**config.mk**
```make
export PLATFORM = sky130hd
export DESIGN_NAME = rr_count_arbiter
export DESIGN_NICKNAME = d
export VERILOG_FILES = /design/src/rtl/rr_count_arbiter.sv
export SDC_FILE = /design/constraint.sdc
export NUM_CORES = 1
export LEC_CHECK = 0
export CAP_MARGIN = 20
export CORE_ASPECT_RATIO = 0.7
export CORE_MARGIN = 2
export CORE_UTILIZATION = 51
export CTS_CLUSTER_SIZE = 16
export DETAILED_ROUTE_END_ITERATION = 16
export GPL_ROUTABILITY_DRIVEN = 0
export GPL_TIMING_DRIVEN = 0
export PLACE_DENSITY = 0.77
export SLEW_MARGIN = 20
export SYNTH_ARGS = -nofsm -noshare
export SYNTH_HDL_FRONTEND = slang
export SYNTH_SLANG_ARGS = --single-unit
```
**constraint.sdc**
```tcl
create_clock -name clk -period 2.2 [get_ports clk]
set_input_delay 0.55 -clock clk [delete_from_list [all_inputs] [get_ports clk]]
set_output_delay 0.55 -clock clk [all_outputs]
set_load 0.03 [all_outputs]
```
**src/rtl/rr_count_arbiter.sv**
```systemverilog
// rtl/rr_count_arbiter.sv - round-robin arbiter guarding a shared WIDTH-bit up-counter
module rr_count_arbiter #(
    parameter int N        = 4,
    parameter int WIDTH    = 8,
    parameter int MAX_HOLD = 8
) (
    input  logic             clk,
    input  logic             rst,
    input  logic [N-1:0]     req,
    input  logic [N-1:0]     inc,
    input  logic [N-1:0]     clr,
    output logic [N-1:0]     gnt,
    output logic [2:0]       gnt_id,
    output logic             busy,
    output logic [WIDTH-1:0] count,
    output logic             wrap
);
    localparam int IW = $clog2(N);

    typedef enum logic {S_IDLE, S_GRANT} state_t;

    state_t           r_state;
    logic [IW-1:0]    r_ptr;
    logic [IW-1:0]    r_owner;
    logic [7:0]       r_hold;
    logic [N-1:0]     r_gnt;
    logic             r_busy;
    logic [WIDTH-1:0] r_count;
    logic             r_wrap;

    logic [IW-1:0]    w_sel;
    logic [IW-1:0]    w_cand;
    logic             w_found;
    logic             w_own_req;
    logic             w_own_inc;
    logic             w_own_clr;
    logic             w_release;
    logic [IW-1:0]    w_next_ptr;

    // Scan downward so the candidate closest to the pointer is written last and wins.
    always_comb begin
        w_sel   = '0;
        w_cand  = '0;
        w_found = 1'b0;
        for (int k = N - 1; k >= 0; k--) begin
            w_cand = IW'((int'(r_ptr) + k) % N);
            if (req[w_cand]) begin
                w_sel   = w_cand;
                w_found = 1'b1;
            end
        end
    end

    assign w_own_req  = req[r_owner];
    assign w_own_inc  = inc[r_owner];
    assign w_own_clr  = clr[r_owner];
    assign w_release  = !w_own_req || (r_hold == 8'(MAX_HOLD));
    assign w_next_ptr = (r_owner == IW'(N - 1)) ? '0 : r_owner + 1'b1;

    always_ff @(posedge clk or posedge rst) begin
        if (rst) begin
            r_state <= S_IDLE;
            r_ptr   <= '0;
            r_owner <= '0;
            r_hold  <= '0;
            r_gnt   <= '0;
            r_busy  <= 1'b0;
            r_count <= '0;
            r_wrap  <= 1'b0;
        end else begin
            r_wrap <= 1'b0;
            case (r_state)
                S_IDLE: begin
                    if (w_found) begin
                        r_gnt        <= '0;
                        r_gnt[w_sel] <= 1'b1;
                        r_owner      <= w_sel;
                        r_busy       <= 1'b1;
                        r_hold       <= 8'd1;
                        r_state      <= S_GRANT;
                    end
                end
                S_GRANT: begin
                    // Counter action is honoured even on the releasing edge.
                    if (w_own_req) begin
                        if (w_own_clr) begin
                            r_count <= '0;
                        end else if (w_own_inc) begin
                            r_count <= r_count + 1'b1;
                            r_wrap  <= &r_count;
                        end
                    end
                    if (w_release) begin
                        r_gnt   <= '0;
                        r_busy  <= 1'b0;
                        r_ptr   <= w_next_ptr;
                        r_state <= S_IDLE;
                    end else begin
                        r_hold <= r_hold + 8'd1;
                    end
                end
            endcase
        end
    end

    assign gnt    = r_gnt;
    assign gnt_id = 3'(r_owner);
    assign busy   = r_busy;
    assign count  = r_count;
    assign wrap   = r_wrap;
endmodule

```
==> flow_summary.json <==
{
  "status": "completed",
  "cp.required_ns": 2.36,
  "synth_ff_type": "dfrtp_1",
  "wl_um": 3910,
  "fmax_mhz": 471.5,
  "synth_cell_types": 42,
  "tightest_slew_ns": 0.6247,
  "worstHoldPathCells": 1,
  "critPathKind": "reg2reg",
  "ir_drop_v": 0.0007338,
  "pre_cts_ws_ns": -0.4005,
  "syn_to_final_growth_pct": 29.52,
  "setup_ws_ns": 0.07902,
  "min_period_ns": 2.121,
  "synth.most_common_cell": "dfrtp_1",
  "cts-hold-fix-buffers": 0,
  "power_mw": 2.464,
  "routed_via_density": 6.200,
  "final_area_sq_um": 2081,
  "grt_max_degree": 28,
  "grt_pass1_wl_um": 6423,
  "ios": 31,
  "path_delay_family": "simple AND/OR/NAND/NOR gates",
  "routedWlPerCell_um": 17.00,
  "tns_ns": 0,
  "hpwl_um": 2765,
  "finalSetupViolCount": 0,
  "num_rows": 16,
  "clockBufferDepth": 2,
  "relSlewSlack_pct": 58.36,
  "start_util_pct": 55.34,
  "drc": 0,
  "die-area_sq_um": 3622,
  "layout-drive-gt1-share_pct": 16.49,
  "syn-cell-area_sq_um": 1607,
  "cts.sinks": 27,
  "endpoint": "gnt[3]",
  "regToRegSetupSlack_ns": 0.08,
  "io_buffers": 29,
  "nets": 213,
  "synth_warnings": 0,
  "clk_latency_ns": 0.28,
  "first_pass_iters": 5,
  "fp.dieH_um": 50.96,
  "postPlaceCellArea_sq_um": 1942,
  "vias": 1426,
  "synth_edf_count": 0,
  "finalHoldViolCount": 0,
  "r2r_start": "r_hold[1]",
  "hold_class": "reg2reg",
  "slew_violations": 0,
  "synth_top_area_share_pct": 42.06,
  "cp_cell_sequence": "inv_1, ha_1, or4b_4, nor4b_4, buf_4, o31ai_4, a32o_1",
  "postSynth.asyncResetShare_pct": 100.0,
  "syn_avg_cell_area_sq_um": 10.17,
  "ant_nets": 0,
  "synthCells": 158,
  "slowest_delay_ns": 0.48,
  "yosys.area.top_type": "dfrtp_1",
  "tritoncts": "yes",
  "root_buffer": "clkbuf_8",
  "grt_use_total_pct": 22.73,
  "n_antenna_cell": 0,
  "slowest_stage": "or4b_4",
  "fp.coreArea_sq_um": 2903,
  "nFillCells": 226,
  "grt_pass1_vias": 1372,
  "synth.ff_latch_count": 27,
  "antenna_found_initial": 0,
  "worst_setup_path_start_kind": "register",
  "htreeDepth": 1,
  "cp_num_cells": 7,
  "reg2regPathDepth": 7,
  "path_max_fanout": 7,
  "synthTopCellsByCount": "27 x dfrtp_1, 12 x a21oi_1, 9 x inv_1, 9 x nand3_1, 9 x nor2_1",
  "powerDensity_nw_per_um2": 1184,
  "cp.arrival_ns": 2.28,
  "drt_iter0_markers": 51,
  "clock_skew_ns": 0.01176,
  "ys_top_cells_by_area": "dfrtp_1 42%, a21oi_1 3.7%, o31ai_1 3.7%",
  "startpoint": "r_hold[1]",
  "r2r-end": "gnt[3]",
  "syn-num-nets": 176,
  "clkTransAtPathRegs_ns": 0.10,
  "grt_overflow_total": 0,
  "cts_made_buffers": 3,
  "synth.yosys.seq_area_share_pct": 42.06,
  "crit_path_end_kind": "register",
  "fin_crit_sh_pct": 96.41,
  "maxCapViolations": 0,
  "leakage_nw": 0.8936,
  "dieWidth_um": 71.08,
  "critPathBufInv": 2
}
-- cells in the final DEF, fill, tap and decap left out, types with 2 or more instances in the layout --
cell             synthesis  layout
dfrtp_1                 27      27
clkdlybuf4s50_1          0      27
a21oi_1                 12      12
nor2_1                   9       9
nand3_1                  9       9
o31ai_1                  8       8
inv_1                    9       7
nand2_1                  7       7
or4_1                    7       7
buf_4                    2       6
mux2_2                   5       5
a21o_1                   4       4
a32o_1                   4       4
and3_1                   4       4
ha_1                     4       4
clkbuf_1                 3       3
nand2b_1                 3       3
a211o_1                  3       3
o21ai_0                  3       3
clkbuf_8                 0       3
or4b_4                   2       2
and2_1                   2       2
nor3b_1                  2       2
a211oi_1                 2       2
or2_2                    2       2
mux4_2                   2       2
mux2i_1                  3       2
nor3_1                   2       2
inv_2                    0       2
dlymetal6s2s_1           0       2
-- layer usage --
layer / track usage [%] / wire (um) / vias to the layer above
met5: 0 / 0 / -
met2: 38.94 / 1845 / 47
met1: 29.23 / 1768 / 693
li1: - / - / 676
met3: 5.523 / 238 / 10
met4: 5.660 / 59 / 0
-- where the power goes --
group	internal [mW]	switching, mW	leakage [nW]
clock network	0.130	0.153	0.0228
registers	0.641	0.167	0.354
logic	0.604	0.770	0.517
-- state kept, by name, indices dropped and copies added (netlist names) --
register / cells
r_owner: 2
r_hold: 8
r_state: 1
r_ptr: 2
wrap: 1
busy: 1
count: 8
gnt: 4
-- cells by family after synthesis --
group / Yosys count / share of synthesized area, %
AO/OA/AOI/OAI: 44 / 20.41
multiplexers: 10 / 8.177
XOR/XNOR: 1 / 0.5453
flip-flops: 27 / 42.06
buffers and inverters: 16 / 4.361
other: 1 / 0.2334
adder cells (fa/ha/maj): 4 / 3.115
AND/OR/NAND/NOR: 55 / 21.11
-- timing repair --
action	CTS	global route
cloned	0	0
endpoints found under the hold margin	0	0
endpoints found under the setup margin	17	21
gates resized for setup	3	13
pin swaps	2	2
buffers inserted	0	3
-- how the worst min path moves through the flow --
stage / start / endpoint / slack [ns]
after floorplan: r_ptr[0] / r_ptr[0] / 0.51
after global placement: busy / busy / 0.46
after detailed placement: busy / busy / 0.49
after CTS: busy / busy / 0.51
after global routing: busy / busy / 0.55
final: busy / busy / 0.50
-- final cells by class --
| cell class | count | area [sq um] | area share, % |
|---|---|---|---|
| Buffer | 7 | 42.54 | 2.044 |
| Clock buffer | 4 | 45.04 | 2.165 |
| Inverter | 9 | 33.78 | 1.624 |
| Multi-Input combinational cell | 115 | 920.9 | 44.26 |
| Sequential cell | 27 | 675.6 | 32.47 |
| Tap cell | 36 | 45.04 | 2.165 |
| Timing Repair Buffer | 32 | 317.8 | 15.27 |
-- metrics by stage --
stage          hold WS [ns]  cells  util, %
6_report             0.5049    230    71.68
5_1_grt              0.5470    230    71.68
4_1_cts              0.5137    227    69.18
3_5_place_dp         0.4892    223    66.90
3_3_place_gp         0.4648    223    66.90
2_1_floorplan        0.5078    158        -
No activity file was read; power rests on OpenSTA's default activity.
